`config.mk`:
```
export PLATFORM = sky130hd
export DESIGN_NAME = multicycle_control_fsm
export DESIGN_NICKNAME = d
export VERILOG_FILES = /design/src/rtl/ctrl_pkg.sv /design/src/rtl/ctrl_decode.sv /design/src/rtl/multicycle_control_fsm.sv
export SDC_FILE = /design/constraint.sdc
export NUM_CORES = 1
export LEC_CHECK = 0
export ABC_AREA = 1
export BUFFER_PORTS_ARGS = -buffer_cell sky130_fd_sc_hd__buf_2
export CAP_MARGIN = 15
export CORE_MARGIN = 4
export CORE_UTILIZATION = 41
export CTS_CLUSTER_SIZE = 12
export DETAILED_ROUTE_END_ITERATION = 8
export GPL_TIMING_DRIVEN = 0
export PLACE_DENSITY = 0.75
export SYNTH_ARGS = -nofsm -noshare
export SYNTH_HDL_FRONTEND = slang
export SYNTH_SLANG_ARGS = --single-unit
```
`constraint.sdc`:
```
create_clock -name clk -period 2.11 [get_ports clk]
set_clock_uncertainty 0.2 [all_clocks]
set_input_delay 0.211 -clock clk [delete_from_list [all_inputs] [get_ports clk]]
set_output_delay 0.211 -clock clk [all_outputs]
set_load 0.01 [all_outputs]
```
`src/rtl/ctrl_pkg.sv`:
```
// Shared encodings for the SimpleRISC multi-cycle control unit: opcodes,
// FSM state codes, opcode classes, mux-select, PC-source, trap and ALU codes.
package ctrl_pkg;

  // Opcode values as seen in the instruction register opcode field
  localparam int unsigned OP_NOP  = 0;
  localparam int unsigned OP_ADD  = 1;
  localparam int unsigned OP_SUB  = 2;
  localparam int unsigned OP_LW   = 3;
  localparam int unsigned OP_SW   = 4;
  localparam int unsigned OP_BEQ  = 5;
  localparam int unsigned OP_JUMP = 6;
  localparam int unsigned OP_RET  = 7;

  // FSM state codes
  localparam logic [2:0] S_IDLE   = 3'd0;
  localparam logic [2:0] S_FETCH  = 3'd1;
  localparam logic [2:0] S_DECODE = 3'd2;
  localparam logic [2:0] S_EXEC   = 3'd3;
  localparam logic [2:0] S_MEM    = 3'd4;
  localparam logic [2:0] S_WB     = 3'd5;
  localparam logic [2:0] S_TRAP   = 3'd6;

  // Instruction classes that drive sequencing after DECODE
  typedef enum logic [2:0] {
    CLS_NOP,
    CLS_ALU,
    CLS_LOAD,
    CLS_STORE,
    CLS_BRANCH,
    CLS_JUMP,
    CLS_RET
  } op_class_e;

  // Next-PC source select
  localparam logic [1:0] PC_SEQ    = 2'b00;
  localparam logic [1:0] PC_BRANCH = 2'b01;
  localparam logic [1:0] PC_JUMP   = 2'b10;
  localparam logic [1:0] PC_RETADR = 2'b11;

  // Trap cause codes
  localparam logic [1:0] TC_NONE    = 2'b00;
  localparam logic [1:0] TC_ILLEGAL = 2'b01;
  localparam logic [1:0] TC_TIMEOUT = 2'b10;

  // Two-way datapath mux selects (reg_dst, alu_src, mem_to_reg)
  localparam logic [1:0] SEL_0 = 2'b00;
  localparam logic [1:0] SEL_1 = 2'b01;

  // ALU operation codes
  localparam logic [3:0] ALU_ADD = 4'b0000;
  localparam logic [3:0] ALU_SUB = 4'b0001;

endpackage

```
`src/rtl/ctrl_decode.sv`:
```
// Combinational opcode decoder: classifies an opcode, picks its ALU
// operation and flags encodings outside the defined instruction set.
module ctrl_decode
  import ctrl_pkg::*;
#(
  parameter int OPCODE_W   = 5,
  parameter int ALU_CTRL_W = 4
) (
  input  logic [OPCODE_W-1:0]   op,
  output op_class_e             op_class,
  output logic [ALU_CTRL_W-1:0] alu_control,
  output logic                  is_illegal
);

  logic [31:0] op_ext;

  assign op_ext = 32'(op);

  // Map opcode to class / ALU op; anything unlisted is illegal
  always_comb begin
    // NOTE: every output gets a default first so no path leaves it unassigned (no latch).
    op_class    = CLS_NOP;
    alu_control = ALU_CTRL_W'(ALU_ADD);
    is_illegal  = 1'b0;
    case (op_ext)
      OP_NOP:  op_class = CLS_NOP;
      OP_ADD:  op_class = CLS_ALU;
      OP_SUB: begin
        op_class    = CLS_ALU;
        alu_control = ALU_CTRL_W'(ALU_SUB);
      end
      OP_LW:   op_class = CLS_LOAD;
      OP_SW:   op_class = CLS_STORE;
      OP_BEQ: begin
        op_class    = CLS_BRANCH;
        alu_control = ALU_CTRL_W'(ALU_SUB);
      end
      OP_JUMP: op_class = CLS_JUMP;
      OP_RET:  op_class = CLS_RET;
      default: is_illegal = 1'b1;
    endcase
  end

endmodule

```
`src/rtl/multicycle_control_fsm.sv`:
```
// Multi-cycle control unit for SimpleRISC: sequences FETCH/DECODE/EXEC/MEM/WB,
// waits on mem_ready with a timeout, honours stall, traps on illegal opcodes
// or memory timeout, and counts retired instructions.
module multicycle_control_fsm
  import ctrl_pkg::*;
#(
  parameter int OPCODE_W   = 5,
  parameter int ALU_CTRL_W = 4,
  parameter int WAIT_MAX   = 15,
  parameter int RETIRED_W  = 32
) (
  input  logic                  clk,
  input  logic                  rst_n,
  input  logic [OPCODE_W-1:0]   opcode,
  input  logic                  mem_ready,
  input  logic                  alu_zero,
  input  logic                  stall,
  output logic                  pc_write,
  output logic                  ir_write,
  output logic                  reg_write,
  output logic                  mem_read,
  output logic                  mem_write,
  output logic [1:0]            reg_dst,
  output logic [1:0]            alu_src,
  output logic [1:0]            mem_to_reg,
  output logic [1:0]            pc_src,
  output logic [ALU_CTRL_W-1:0] alu_control,
  output logic                  instr_done,
  output logic                  trap,
  output logic [1:0]            trap_cause,
  output logic [RETIRED_W-1:0]  retired
);

  localparam int WAIT_W = $clog2(WAIT_MAX + 1);

  logic [2:0]            state_q, state_d;
  logic [OPCODE_W-1:0]   op_q, op_sel;
  logic [WAIT_W-1:0]     wait_q, wait_d;
  logic [RETIRED_W-1:0]  retired_q;
  logic [1:0]            trap_cause_q, trap_cause_d;

  op_class_e             cls;
  logic [ALU_CTRL_W-1:0] dec_alu;
  logic                  dec_illegal;
  logic                  wait_expired;
  logic                  pc_write_raw, ir_write_raw, reg_write_raw, mem_write_raw, done_raw;

  // DECODE looks at the live opcode; later states use the latched copy
  assign op_sel = (state_q == S_DECODE) ? opcode : op_q;

  ctrl_decode #(
    .OPCODE_W   (OPCODE_W),
    .ALU_CTRL_W (ALU_CTRL_W)
  ) u_decode (
    .op          (op_sel),
    .op_class    (cls),
    .alu_control (dec_alu),
    .is_illegal  (dec_illegal)
  );

  // Last permitted wait cycle with memory still not ready
  assign wait_expired = (wait_q == WAIT_W'(WAIT_MAX - 1)) && !mem_ready;

  // Next-state, trap-cause and wait-counter selection
  always_comb begin
    state_d      = state_q;
    trap_cause_d = trap_cause_q;
    case (state_q)
      S_IDLE:   state_d = S_FETCH;
      S_FETCH: begin
        if (mem_ready) begin
          state_d = S_DECODE;
        end else if (wait_expired) begin
          state_d      = S_TRAP;
          trap_cause_d = TC_TIMEOUT;
        end
      end
      S_DECODE: begin
        if (dec_illegal) begin
          state_d      = S_TRAP;
          trap_cause_d = TC_ILLEGAL;
        end else begin
          case (cls)
            CLS_ALU, CLS_LOAD, CLS_STORE, CLS_BRANCH: state_d = S_EXEC;
            default:                                  state_d = S_FETCH;
          endcase
        end
      end
      S_EXEC: begin
        case (cls)
          CLS_ALU:             state_d = S_WB;
          CLS_LOAD, CLS_STORE: state_d = S_MEM;
          default:             state_d = S_FETCH;
        endcase
      end
      S_MEM: begin
        if (mem_ready) begin
          state_d = (cls == CLS_LOAD) ? S_WB : S_FETCH;
        end else if (wait_expired) begin
          state_d      = S_TRAP;
          trap_cause_d = TC_TIMEOUT;
        end
      end
      S_WB:     state_d = S_FETCH;
      S_TRAP:   state_d = S_TRAP;
      default:  state_d = S_IDLE;
    endcase

    if (state_d != state_q) begin
      wait_d = '0;
    end else if ((state_q == S_FETCH || state_q == S_MEM) && !mem_ready) begin
      wait_d = wait_q + WAIT_W'(1);
    end else begin
      wait_d = wait_q;
    end
  end

  // Datapath enables and selects decoded from state, op class and flags
  always_comb begin
    pc_write_raw  = 1'b0;
    ir_write_raw  = 1'b0;
    reg_write_raw = 1'b0;
    mem_write_raw = 1'b0;
    done_raw      = 1'b0;
    mem_read      = 1'b0;
    reg_dst       = SEL_0;
    alu_src       = SEL_0;
    mem_to_reg    = SEL_0;
    pc_src        = PC_SEQ;
    alu_control   = ALU_CTRL_W'(ALU_ADD);
    trap          = 1'b0;
    // NOTE: gating with rst_n keeps every output quiet while reset is held,
    // even before the synchronous reset edge has moved the state to IDLE.
    if (rst_n) begin
      case (state_q)
        S_FETCH: begin
          mem_read = 1'b1;
          if (mem_ready) begin
            ir_write_raw = 1'b1;
            pc_write_raw = 1'b1;
            pc_src       = PC_SEQ;
          end
        end
        S_DECODE: begin
          if (!dec_illegal) begin
            case (cls)
              CLS_NOP:  done_raw = 1'b1;
              CLS_JUMP: begin
                pc_write_raw = 1'b1;
                pc_src       = PC_JUMP;
                done_raw     = 1'b1;
              end
              CLS_RET: begin
                pc_write_raw = 1'b1;
                pc_src       = PC_RETADR;
                done_raw     = 1'b1;
              end
              default: ;
            endcase
          end
        end
        S_EXEC: begin
          case (cls)
            CLS_ALU: begin
              alu_control = dec_alu;
              alu_src     = SEL_0;
              reg_dst     = SEL_1;
            end
            CLS_LOAD, CLS_STORE: begin
              alu_src     = SEL_1;
              alu_control = ALU_CTRL_W'(ALU_ADD);
            end
            CLS_BRANCH: begin
              alu_control  = dec_alu;
              pc_write_raw = alu_zero;
              pc_src       = PC_BRANCH;
              done_raw     = 1'b1;
            end
            default: ;
          endcase
        end
        S_MEM: begin
          if (cls == CLS_LOAD) begin
            mem_read = 1'b1;
          end else begin
            mem_write_raw = 1'b1;
            done_raw      = mem_ready;
          end
        end
        S_WB: begin
          reg_write_raw = 1'b1;
          done_raw      = 1'b1;
          if (cls == CLS_LOAD) begin
            mem_to_reg = SEL_1;
            reg_dst    = SEL_0;
          end else begin
            mem_to_reg = SEL_0;
            reg_dst    = SEL_1;
          end
        end
        S_TRAP:  trap = 1'b1;
        default: ;
      endcase
    end
  end

  // Stall suppresses every write-type strobe; selects and mem_read persist
  assign pc_write   = pc_write_raw  & ~stall;
  assign ir_write   = ir_write_raw  & ~stall;
  assign reg_write  = reg_write_raw & ~stall;
  assign mem_write  = mem_write_raw & ~stall;
  assign instr_done = done_raw      & ~stall;
  assign trap_cause = rst_n ? trap_cause_q : TC_NONE;
  assign retired    = rst_n ? retired_q : '0;

  // State, latched opcode, wait counter, retire counter and trap cause
  always_ff @(posedge clk) begin
    // NOTE: sequential state uses non-blocking assignments so all registers
    // update from the same pre-edge values.
    if (!rst_n) begin
      state_q      <= S_IDLE;
      op_q         <= '0;
      wait_q       <= '0;
      retired_q    <= '0;
      trap_cause_q <= TC_NONE;
    end else if (!stall) begin
      state_q      <= state_d;
      wait_q       <= wait_d;
      trap_cause_q <= trap_cause_d;
      if (state_q == S_DECODE) begin
        op_q <= opcode;
      end
      if (done_raw) begin
        retired_q <= retired_q + RETIRED_W'(1);
      end
    end
  end

endmodule

```
-- Yosys cells after proc, flatten, opt, wreduce, memory -nomap -nowiden
Cells that the tools add are included.
- register bits after elaboration: 46
- input bits: 10
- output and inout bits: 53
- logic and storage cells: 120
- $add $sub $neg: 2
- eq/ne operators: 24
- multiplexer cells: 61
- bitwise gates (word level): 6
- reductions and logical operators: 22
- operator list (kind ; count):
    $pmux W3 S6 ; 2
    $add A32 B1 Y32 const B ; 1
    $logic_not A32 Y1 ; 1
    $mux W1 ; 32
    $mux W32 ; 1
    $eq A5 B3 Y1 const B ; 4
    $mux W4 ; 5
    $eq A3 B3 Y1 const B ; 6
    $mux W3 ; 5
    $mux W2 ; 7
    $reduce_or A2 Y1 ; 7
    $eq A3 B2 Y1 const B ; 4
    $pmux W2 S2 ; 3
    $eq A5 B2 Y1 const B ; 2
    $reduce_or A8 Y1 ; 1
    $eq A3 B1 Y1 const B ; 2
    $logic_not A3 Y1 ; 2
    $pmux W3 S2 ; 1
    $and A1 B1 Y1 ; 5
    $eq A5 B1 Y1 const B ; 1
    $mux W5 ; 1
    $reduce_and A5 Y1 ; 1
    $add A4 B1 Y4 const B ; 1
    $eq A4 B4 Y1 const B ; 1
    14 further kinds ; 19

-- Logic depth before layout (Yosys ltp)
Gate-level depths: netlist of run 1.
- depth after elaboration: 13
- depth in mapped cells: 18
- mapped depth without buffers: 17

-- Cells and area by module
A second synthesis of run 1 with hierarchy kept.
- cells, all modules: 592
- area, all modules: 3484.6 um^2
- modules (own cells, without submodules) (module ; times used ; cells an instance ; area each (um^2)):
    multicycle_control_fsm ; 1 ; 568 ; 3357.0
    ctrl_decode ; 1 ; 24 ; 127.6

-- Worst setup path before layout of run 1
No wires, ideal clock.
- path type: register -> register
- start point: register state_q[2]
- end point: register retired_q[3]
- library setup time: 0.132 ns
- arrival: 1.899 ns
- slack: -0.121 ns
- stages on the path, launching flop included: 16
- path buffers: 3
- clock period less this slack: 2.231 ns
- cells stage by stage: dfxtp_1 -> buf_4 -> inv_4 -> nand3_2 -> buf_6 -> nand2_1 -> nand2_2 -> nand2_1 -> o21ai_2 -> nand2_2 -> nand4_2 -> o211ai_4 -> nand2_4 -> buf_4 -> nand2_1 -> a21oi_1
- cells in the longest elaborated chain, start to end: 12
- elaborated cells between the ends (all ways): 29
- RTL lines (item ; RTL line ; text):
    start, declared ; multicycle_control_fsm.sv:36 ; logic [2:0] state_q, state_d;
    start signal, assigned ; multicycle_control_fsm.sv:227 ; state_q <= state_d;
    $eq A3 B2 Y1 ; multicycle_control_fsm.sv:49, multicycle_control_fsm.sv:135 ;
    $mux W5 ; - ;
    $eq A5 B1 Y1 or $eq A5 B2 Y1 (tied branches) ; ctrl_decode.sv:25 ; case (op_ext)
    $reduce_or A2 Y1 (no source line) ; - ;
    $pmux W3 S6 ; ctrl_decode.sv:25 ;
    $eq A3 B3 Y1 or $logic_not A3 Y1 (tied branches) ; multicycle_control_fsm.sv:146 ; case (cls)
    $reduce_or A3 Y1 (no source line) ; - ;
    $mux W1 ; multicycle_control_fsm.sv:146 ;
    $mux W1 ; multicycle_control_fsm.sv:145 ; if (!dec_illegal) begin
    $pmux W1 S4 (*) ; multicycle_control_fsm.sv:135 ; case (state_q)
    $mux W1 (*) ; multicycle_control_fsm.sv:134 ; if (rst_n) begin
    $reduce_and A2 Y1 (no source line) (*) ; - ;
    end signal, assigned ; multicycle_control_fsm.sv:234 ; retired_q <= retired_q + RETIRED_W'(1);
    end, declared ; multicycle_control_fsm.sv:39 ; logic [RETIRED_W-1:0] retired_q;
Every way passes the cells marked *; elsewhere a longest branch is shown, timed or not.
A chain may end at the register's enable or synchronous reset.

-- Final worst setup path of run 1
- start point: register state_q[0]
- end point: output instr_done
- cells in the longest elaborated chain, start to end: 12
- elaborated cells between the ends (all ways): 29
- RTL lines (item ; RTL line ; text):
    $eq A3 B2 Y1 ; multicycle_control_fsm.sv:49, multicycle_control_fsm.sv:135 ;
    $mux W5 ; - ;
    $eq A5 B1 Y1 or $eq A5 B2 Y1 (tied branches) ; ctrl_decode.sv:25 ;
    $reduce_or A2 Y1 (no source line) ; - ;
    $pmux W3 S6 ; ctrl_decode.sv:25 ;
    $eq A3 B3 Y1 or $logic_not A3 Y1 (tied branches) ; multicycle_control_fsm.sv:146 ;
    $reduce_or A3 Y1 (no source line) ; - ;
    $mux W1 ; multicycle_control_fsm.sv:146 ;
    $mux W1 ; multicycle_control_fsm.sv:145 ;
    $pmux W1 S4 (*) ; multicycle_control_fsm.sv:135 ;
    $mux W1 (*) ; multicycle_control_fsm.sv:134 ;
    $and A1 B1 Y1 (*) ; multicycle_control_fsm.sv:212 ; assign instr_done = done_raw & ~stall;
    end, declared ; multicycle_control_fsm.sv:28 ; output logic instr_done,
Marks and branches as above.

==> results.tsv, run 1 <==
stage	metric	value	unit
timing	Setup Viol. Count Final	49	
clock_tree	clock transition at the registers of the reported paths	0.09	ns
placement	# port buffers	54	
logic_synthesis	synth top area cells	dfxtp_1, nand2_1, inv_1	
logic_synthesis	main combinational cell family by area after synthesis	simple AND/OR/NAND/NOR gates	
critical_path	critical path launch point type	register	
logic_synthesis	biggest area consumer among synthesized cells	dfxtp_1	
pwr	Leak	2.349	nW
clock_tree	CTS Root Cell	clkbuf_8	
logic_synthesis	sequential share of the synthesized area	26.04	%
min_path	Hold Path Class	in -> reg	
critical_path	origin of the worst setup path	state_q[0]	
flow_run	max_cap viols	0	
pwr	Max VDD drop	0.3144	mV
floorplanning	Die Footprint	0.01017	mm²
timing	RSZ-0062 raised after global routing	yes	
critical_path	CP required	1.70	ns
logic_synthesis	Synth Area in Adders	1.062	%
logic_synthesis	unique cell type count in the Yosys netlist	36	
layout	Layout Nets	692	
critical_path	endpoint class of the critical path	output port	
placement	DPL Wire Length	8.112	mm
critical_path	reg2reg start	state_q[0]	
clock_tree	TritonCTS clock tree	built	
grt	global-route wire length before repair	18.73	mm
routing	Pre-Repair DR Iteration Count	5	
floorplanning	starting density of the core	42.61	%
layout	P&R area growth vs syn	34.54	%
grt	vias in the first global route	3990	
timing	final period utilization	123.9	%
logic_synthesis	Synth Area per Inst	6.075	µm²
logic_synthesis	Synth Area in Compound Gates	11.71	%
placement	Placer Congestion	0.9848	
layout	layout cell share with drive strength beyond 1	29.85	%
logic_synthesis	Cells after Synth	582	
timing	Slew @ Worst Pin	0.5787	ns
logic_synthesis	post-synth top area share	26.04	%
timing	setup slack after layout	-0.5044	ns
timing	Final Hold Violating Endpoints	0	
logic_synthesis	Post-Synth XOR/XNOR Area	7.679	%
outcome	outcome	finished, violations left	
grt	total track usage	22.35	%
grt	total grt overflow	0	
pwr	Cell Pwr Density	474.5	mW/mm²
min_path	hold_sp	opcode[1]	
logic_synthesis	multiplexer share of the synthesized area	0	%
critical_path	Critical Path AT	2.20	ns
critical_path	CP Class	reg -> out	
grt	initial antenna violation count	0	
timing	Max Clk Rate	382.5	MHz
clock_tree	clock sink count	46	
routing	vias per cell	5.336	
logic_synthesis	Synth Area in Simple Gates	37.62	%
routing	Antenna Violating Nets Remaining	0	
grt	largest net degree at the start of global routing	14	
timing	Slew headroom	61.42	%
floorplanning	core area	0.008299	mm²
timing	setup TNS	-18.65	ns
floorplanning	row count	33	
routing	Starting DRT DRC Count	241	
clock_tree	Clock Latency Late Sink	0.30	ns
floorplanning	die width	100.9	µm
clock_tree	H-tree levels	2	
timing	Slew Viols, Final	0	
clock_tree	CTS Hold Bufs	0	
layout	n_diodes	0	
clock_tree	CTS buffer count	5	
timing	Worst Hold Margin	0.1238	ns
floorplanning	io pins	63	
floorplanning	Die Height	100.9	µm
routing	drt total wl	11.83	mm
logic_synthesis	Synthesis Warnings	0	
routing	vias	4189	
routing	Routed WL per cell	15.07	µm
timing	min cycle time layout	2.614	ns
clock_tree	maximum clock insertion buffer count	2	
outcome	failing checks	negative setup slack	
critical_path	CP Max Fanout	5	
routing	DRC viols	0	
layout	final core utilization	57.32	%
logic_synthesis	synthesized flop and latch total	46	
logic_synthesis	Synth Cell Area	0.003536	mm²
==> cell usage in the layout (no fill, tap or decap), drive strengths merged <==
cell / Yosys / routed
nand2: 157 / 157
buf: 17 / 103
inv: 96 / 96
nand3: 53 / 53
nor2: 52 / 52
dfxtp: 46 / 46
a21oi: 45 / 45
xor2: 25 / 25
nor3: 19 / 19
o21ai: 19 / 19
clkbuf: 12 / 18
nand4: 13 / 13
xnor2: 6 / 6
conb: 1 / 6
nor4: 6 / 6
a211oi: 3 / 3
ha: 3 / 3
clkinv: 2 / 2
a22oi: 2 / 2
o211ai: 1 / 1
a41oi: 1 / 1
o22ai: 1 / 1
a221oi: 1 / 1
nor3b: 1 / 1
bufinv: 0 / 1
==> sequential cells by signal, summed over array words and instances, names as in the netlist <==
signal	count
retired_q	32
op_q	5
wait_q	4
state_q	3
trap_cause_q	2
==> cells by family after synthesis <==
group | count (synthesis)
flops | 46
xor+xnor | 31
fa+ha+maj | 3
other cells | 1
simple gates | 301
compound gates | 73
buf+inv | 127
==> what timing repair did <==
action                     4_1_cts  5_1_grt
gates resized for setup         41       69
setup buffers                   21       10
pin swaps                       48       24
setup endpoints to repair       50       53
gates cloned                     4        0
==> per-stage QoR <==
step	cells	total power, mW	setup WS [ns]	area (µm²)
6_report	785	2.257	-0.5044	4757
4_1_cts	778	2.137	-0.4944	4454
3_3_place_gp	746	1.341	-0.5293	4005
3_5_place_dp	746	1.353	-0.4972	4005
5_1_grt	785	2.343	-0.6254	4757
2_1_floorplan	587	1.255	-0.09395	3603
==> worst paths after layout <==
check                           depth (start not counted)              end  slack [ns]
worst min-delay path                                    5          op_q[1]        0.12
worst max register to register                         16    retired_q[18]       -0.43
worst min register to register                          2  trap_cause_q[1]        0.29
worst max-delay path                                   14       instr_done       -0.50
==> power breakdown <==
group	leakage [nW]	switching (mW)	internal, mW
registers	0.375	0.0227	0.888
clock network	0.0524	0.304	0.355
logic	1.92	0.418	0.269
total	2.35	0.745	1.51
==> per-layer routing <==
layer | global-route usage [%] | share of wire [%] | up-vias
li1 | - | - | 2020
met5 | 0 | 0 | -
met2 | 39.29 | 52 | 151
met3 | 2.768 | 4.5 | 30
met1 | 27.81 | 41 | 1988
met4 | 8.083 | 2.3 | 0
==> critical path: stages, from the launching register on <==
cell and delay, ns:
dfxtp_4 0.38, inv_6 0.08, nand3_4 0.13, buf_8 0.17, nand2_1 0.07, nand2_2 0.10
nor2_4 0.22, inv_2 0.07, o21ai_1 0.17, o21ai_1 0.11, clkinv_1 0.10, o211ai_4 0.09
nand2_4 0.08, inv_2 0.05, buf_6 0.11
==> synth_stat cells, drive strengths merged <==
| cell | count |
|---|---|
| a211oi | 3 |
| a21oi | 45 |
| a221oi | 1 |
| a22oi | 2 |
| a41oi | 1 |
| buf | 17 |
| clkbuf | 12 |
| clkinv | 2 |
| conb | 1 |
| dfxtp | 46 |
| ha | 3 |
| inv | 96 |
| nand2 | 157 |
| nand3 | 53 |
| nand4 | 13 |
| nor2 | 52 |
| nor3 | 19 |
| nor3b | 1 |
| nor4 | 6 |
| o211ai | 1 |
| o21ai | 19 |
| o22ai | 1 |
| xnor2 | 6 |
| xor2 | 25 |
==> area by class of cell <==
cell class	count	area [µm²]
Fill cell	829	3542
Multi-Input combinational cell	414	2432
Sequential cell	46	933.4
Timing Repair Buffer	87	583.1
Inverter	98	386.6
Buffer	27	183.9
Tap cell	105	131.4
Clock buffer	7	76.32
Clock inverter	1	30.03
Note: power is estimated with default switching activity, not from simulation.
==> inputs of run 2 (changes only) <==
--- a/config.mk
+++ b/config.mk
@@ -8,7 +8,7 @@
 export ABC_AREA = 1
 export BUFFER_PORTS_ARGS = -buffer_cell sky130_fd_sc_hd__buf_2
 export CAP_MARGIN = 15
-export CORE_MARGIN = 4
+export CORE_MARGIN = 1.5
 export CORE_UTILIZATION = 41
 export CTS_CLUSTER_SIZE = 12
 export DETAILED_ROUTE_END_ITERATION = 8
==> run 2 against run 1 <==
The run still ends with negative setup slack left. Core utilization rose by 5.2 points. Worst hold slack worse by 0.010 ns. Critical endpoint unchanged. Combinational power is 22% higher. Sequential power rose by 0.4%. Flip-flop and latch count unchanged. Global-route usage is 2.0 points higher. Largest cell class unchanged. Clock power shrank 1%.
==> results.tsv, run 2 (synthesis gave the netlist of run 1 again) <==
stage	metric	value	unit
layout	layout cell share with drive strength beyond 1	37.41	%
critical_path	crit path buf inv count	4	
grt	global-route wire length before repair	17.69	mm
clock_tree	H-tree levels	2	
routing	vias per cell	5.351	
layout	P&R area growth vs syn	46.82	%
routing	Pre-Repair DR Iteration Count	5	
layout	max reg flops	32	
layout	final instance area	0.005191	mm²
grt	total grt overflow	0	
layout	n_diodes	0	
critical_path	endpoint class of the critical path	output port	
placement	# port buffers	54	
clock_tree	maximum clock insertion buffer count	2	
clock_tree	CTS buffer count	5	
timing	Slew @ Worst Pin	0.6302	ns
routing	DRC viols	0	
floorplanning	core area	0.008299	mm²
floorplanning	Die Height	95.87	µm
routing	Antenna Violating Nets Remaining	0	
layout	top flop regs	retired_q: 32 flops, op_q: 5 flops, wait_q: 4 flops	
pwr	Max VDD drop	0.2555	mV
placement	DPL Wire Length	7.973	mm
pwr	Cell Pwr Density	464.0	mW/mm²
outcome	failing checks	negative setup slack	
timing	Slew Viols, Final	0	
timing	final period utilization	126.5	%
timing	min cycle time layout	2.669	ns
grt	vias in the first global route	3775	
critical_path	CP Max Fanout	5	
timing	Slew headroom	57.98	%
clock_tree	TritonCTS clock tree	built	
critical_path	slowest stage delay, CP	0.38	ns
floorplanning	row count	33	
critical_path	Slowest-stage cell, CP	dfxtp_4	
timing	Max Clk Rate	374.7	MHz
clock_tree	clock transition at the registers of the reported paths	0.09	ns
layout	Reg with most FFs	retired_q	
critical_path	CP required	1.70	ns
grt	largest net degree at the start of global routing	14	
routing	vias	4238	
critical_path	Largest delay share family, worst path	simple AND/OR/NAND/NOR gates	
outcome	outcome	finished, violations left	
pwr	Leak	2.458	nW
min_path	Hold Path Class	in -> reg	
placement	Placer Congestion	0.9937	
layout	commonest non-fill, non-tap cell in the layout	nand2_1	
layout	most frequent cells in the layout	nand2_1, inv_1, buf_2, dfxtp_1, nor2_1	
routing	Routed WL per cell	15.59	µm
clock_tree	clock sink count	46	
floorplanning	io pins	63	
layout	Layout Nets	699	
grt	initial antenna violation count	0	
critical_path	CP Class	reg -> out	
critical_path	Critical Path AT	2.26	ns
timing	setup slack after layout	-0.5588	ns
flow_run	max_cap viols	0	
floorplanning	Die Footprint	0.009190	mm²
routing	drt total wl	12.35	mm
critical_path	crit path cell chain	buf_6 > nor2_4 > nand2_2 > nand2_4 > nor2_4 > nand2_2 > nand2_2 > buf_4 > nand2_4 > nand4_4 > o211ai_4 > nand2_4 > inv_2 > buf_6	
floorplanning	die width	95.87	µm
timing	Final Hold Violating Endpoints	0	
timing	RSZ-0062 raised after global routing	yes	
floorplanning	starting density of the core	42.61	%
clock_tree	CTS Root Cell	clkbuf_8	
grt	total track usage	24.33	%
routing	Starting DRT DRC Count	203	
critical_path	critical path launch point type	register	
timing	setup TNS	-20.90	ns
timing	Setup Viol. Count Final	49	
placement	Placed Area	0.004005	mm²
clock_tree	Clock Latency Late Sink	0.30	ns
-- run 2: cell count changes in the layout (fill, tap and decap cells not counted), sizes merged --
cell and delta:
clkbuf +6, buf +2, bufinv -1, clkinv -1
clkinvlp +1
-- run 2: through the flow --
step / instances / util, % / power, mW / hold WS, ns / setup WS [ns]
after global placement: 746 / 48.26 / 1.345 / 0.2770 / -0.4701
after floorplan: 587 / - / 1.255 / 0.2340 / -0.09395
after global routing: 792 / 62.55 / 2.497 / 0.1319 / -0.6049
final: 792 / 62.55 / 2.409 / 0.1135 / -0.5588
after CTS: 776 / 53.72 / 2.111 / 0.08957 / -0.4651
after detailed placement: 746 / 48.26 / 1.349 / 0.2886 / -0.4910
-- run 2: what timing repair did --
action                     4_1_cts  5_1_grt
gates resized for setup         44      136
gates cloned                     0        4
hold buffers                     0        0
setup endpoints to repair       49       53
pin swaps                       22       60
setup buffers                   22       14
-- run 2: path summary, 6_finish.rpt --
path	start	to	slack, ns	depth (start not counted)
max	state_q[2]	instr_done	-0.56	14
min	opcode[4]	op_q[4]	0.11	5
max reg2reg	state_q[2]	retired_q[4]	-0.49	17
min reg2reg	trap_cause_q[1]	trap_cause_q[1]	0.29	2
-- run 2: area by class of cell --
class                      instances  area (µm²)
multi-input combinational        414        2701
clock buffer                       8       110.1
timing repair buffer              94       714.4
tap                              105       131.4
sequential                        46       932.1
fill                             752        3108
buffer                            27       200.2
inverter                          98       401.6
-- run 2: power breakdown --
| part | leakage [nW] | switching (mW) | internal (mW) | total [mW] |
|---|---|---|---|---|
| Clock | 0.0575 | 0.321 | 0.332 | 0.653 |
| Combinational | 2.03 | 0.485 | 0.356 | 0.841 |
| Sequential | 0.375 | 0.0263 | 0.888 | 0.915 |
-- run 2: worst register-to-register path: stages (launching register included) --
cell and delay [ns]:
dfxtp_4 0.38, buf_6 0.13, nor2_4 0.22, nand2_2 0.11
nand2_4 0.10, nor2_4 0.05, nand2_2 0.09, nand2_2 0.08
buf_4 0.15, nand2_4 0.06, nand4_4 0.10, o211ai_4 0.23
buf_6 0.14, buf_12 0.13, clkbuf_16 0.15, nand4_1 0.07
nand2_1 0.08, inv_1 0.03
-- run 2: layer usage --
layer  up-vias  part of all wire (%)  global-route usage, %  wire (µm)
met5         -                     0                      0          0
met1      1999                    41                  28.89       5038
met4         0                   2.9                  9.191        357
met3        35                   4.8                  2.607        591
met2       162                    52                  44.48       6362
li1       2042                     -                      -          -
==> inputs of run 3 (changes only) <==
--- a/config.mk
+++ b/config.mk
@@ -10,10 +10,10 @@
 export CAP_MARGIN = 15
 export CORE_MARGIN = 1.5
 export CORE_UTILIZATION = 41
-export CTS_CLUSTER_SIZE = 12
+export CTS_CLUSTER_SIZE = 40
 export DETAILED_ROUTE_END_ITERATION = 8
 export GPL_TIMING_DRIVEN = 0
-export PLACE_DENSITY = 0.75
+export SETUP_SLACK_MARGIN = 0.4
 export SYNTH_ARGS = -nofsm -noshare
 export SYNTH_HDL_FRONTEND = slang
 export SYNTH_SLANG_ARGS = --single-unit
==> run 3 against run 2 <==
The flow still finishes with violations (negative setup slack). Critical path type unchanged. Register-to-register slack worse by 0.02 ns. Routed wire length down 3.3%. Critical path depth unchanged. Total power up 3.1%. Critical endpoint unchanged. Count of clock-buffer cells in the layout down 2. Setup slack worse by 0.012 ns. Global-route usage up 2.3 points. Flip-flop and latch count unchanged. Clock power up 28%.
==> results.tsv, run 3 (synthesis gave the netlist of run 1 again) <==
stage	metric	value	unit
min_path	worst hold path stage count	3	
layout	layout cell share with drive strength beyond 1	32.14	%
layout	commonest non-fill, non-tap cell in the layout	nand2_1	
routing	vias per cell	5.236	
floorplanning	Die Footprint	0.009190	mm²
min_path	endpoint of the worst hold path	wait_q[3]	
floorplanning	io pins	63	
clock_tree	CTS buffer count	5	
layout	P&R area growth vs syn	39.70	%
grt	total grt overflow	0	
clock_tree	clock sink count	46	
critical_path	critical path launch point type	register	
pwr	Leak	2.459	nW
routing	Antenna Violating Nets Remaining	0	
critical_path	Largest delay share family, worst path	simple AND/OR/NAND/NOR gates	
routing	drt total wl	11.95	mm
critical_path	r2r setup slk	-0.51	ns
floorplanning	core area	0.008299	mm²
timing	RSZ-0062 raised after global routing	yes	
grt	total track usage	26.66	%
clock_tree	TritonCTS clock tree	built	
layout	Reg with most FFs	retired_q	
clock_tree	CTS Root Cell	clkbuf_8	
outcome	failing checks	negative setup slack	
grt	largest net degree at the start of global routing	15	
clock_tree	Clock Latency Late Sink	0.30	ns
pwr	Cell Pwr Density	502.8	mW/mm²
outcome	outcome	finished, violations left	
routing	vias	4199	
flow_run	max_cap viols	0	
critical_path	Critical Path AT	2.27	ns
critical_path	CP Max Fanout	4	
layout	n_diodes	0	
timing	Slew headroom	58.37	%
floorplanning	row count	33	
layout	top flop regs	retired_q: 32 flops, op_q: 5 flops, wait_q: 4 flops	
placement	Placed Area	0.004043	mm²
critical_path	crit path buf inv count	5	
clock_tree	clock transition at the registers of the reported paths	0.09	ns
floorplanning	Die Height	95.87	µm
placement	dpl cells	746	
critical_path	Reg2Reg Depth	16	
timing	Setup Viol. Count Final	49	
floorplanning	die width	95.87	µm
layout	most frequent cells in the layout	nand2_1, inv_1, buf_2, nand3_1, buf_4	
timing	setup slack after layout	-0.5704	ns
critical_path	reg2reg start	state_q[2]	
placement	Place WS	-0.5223	ns
placement	Placer Congestion	0.9740	
timing	Slew @ Worst Pin	0.6244	ns
placement	# port buffers	54	
pwr	Max VDD drop	0.2699	mV
clock_tree	maximum clock insertion buffer count	2	
timing	Slew Viols, Final	0	
critical_path	CP required	1.70	ns
timing	min cycle time layout	2.680	ns
critical_path	endpoint class of the critical path	output port	
placement	DPL Wire Length	8.431	mm
pwr	Tot Pwr	2.484	mW
grt	global-route wire length before repair	18.83	mm
layout	Layout Nets	709	
layout	final instance area	0.004940	mm²
grt	initial antenna violation count	0	
grt	vias in the first global route	3903	
routing	Pre-Repair DR Iteration Count	5	
critical_path	Slowest-stage cell, CP	dfxtp_2	
routing	Starting DRT DRC Count	149	
critical_path	CP Class	reg -> out	
timing	Worst Hold Margin	0.1166	ns
timing	final period utilization	127.0	%
routing	DRC viols	0	
critical_path	RR Endpoint	retired_q[16]	
routing	Routed WL per cell	14.90	µm
layout	Final Non-Filler Cells	802	
floorplanning	starting density of the core	42.61	%
min_path	hold_sp	rst_n	
layout	max reg flops	32	
critical_path	slowest stage delay, CP	0.33	ns
timing	Final Hold Violating Endpoints	0	
min_path	Hold Path Class	in -> reg	
critical_path	crit path cell chain	buf_6 > buf_6 > nor2_4 > nand2_4 > nand2_4 > nand3_4 > inv_4 > nand2_2 > nand2_2 > nand4_4 > o211ai_4 > nand2_4 > inv_4 > buf_6	
timing	Max Clk Rate	373.1	MHz
clock_tree	H-tree levels	2	
## run 3: stage by stage
step                      util (%)  setup TNS [ns]
after floorplan                  -          -2.361
after global placement       48.71          -17.92
after detailed placement     48.71          -17.96
after CTS                    56.34          -15.41
after global routing         59.52          -25.39
final                        59.52          -20.63
## run 3: how the worst max path moves through the flow
stage / startpoint / end / depth (start not counted)
2_1_floorplan: state_q[0] / retired_q[1] / 16
3_5_place_dp: state_q[0] / wait_q[3] / 14
4_1_cts: state_q[0] / pc_src[1] / 14
3_3_place_gp: state_q[0] / wait_q[0] / 14
6_report: state_q[2] / instr_done / 14
5_1_grt: state_q[2] / pc_src[1] / 13
## run 3: metal layers
metal	vias up	part of all wire, %	track usage (%)
met5	-	0	0
met4	0	3.4	11.15
met3	32	5.7	3.239
met2	150	49	46.48
met1	1951	42	32.89
li1	2066	-	-
## run 3: where the power goes
group          total [mW]  internal, mW  switching, mW  leakage (nW)
logic               0.735         0.311          0.424          2.01
registers           0.909         0.889         0.0205         0.374
clock network       0.839         0.506          0.333        0.0714
total                2.48          1.71          0.778          2.46
## run 3: worst register-to-register path, stage by stage (launching register included)
cell and delay [ns]:
dfxtp_2 0.33, buf_6 0.12, buf_6 0.12, nor2_4 0.19
nand2_4 0.09, nand2_4 0.11, nand3_4 0.10, inv_4 0.09
nand2_2 0.10, nand2_2 0.10, nand4_4 0.10, o211ai_4 0.24
buf_4 0.16, buf_6 0.12, buf_8 0.14, nand3_1 0.10
a21oi_2 0.14
## run 3: timing repair
action	CTS	global route
cloned	2	0
buffers inserted	35	11
gates resized for setup	64	50
endpoints found under the setup margin	75	55
pin swaps	27	18
hold buffers	0	0
## run 3: cell type report
cell class              count  area [µm²]
fillers                   803        3359
plain buffers              29       222.7
flip-flops and latches     46       927.1
clock buffers               6       82.58
well taps                 105       131.4
inverters                  98       396.6
repair buffers            102       694.4
multi-input cells         414        2425
clock inverters             2       60.06
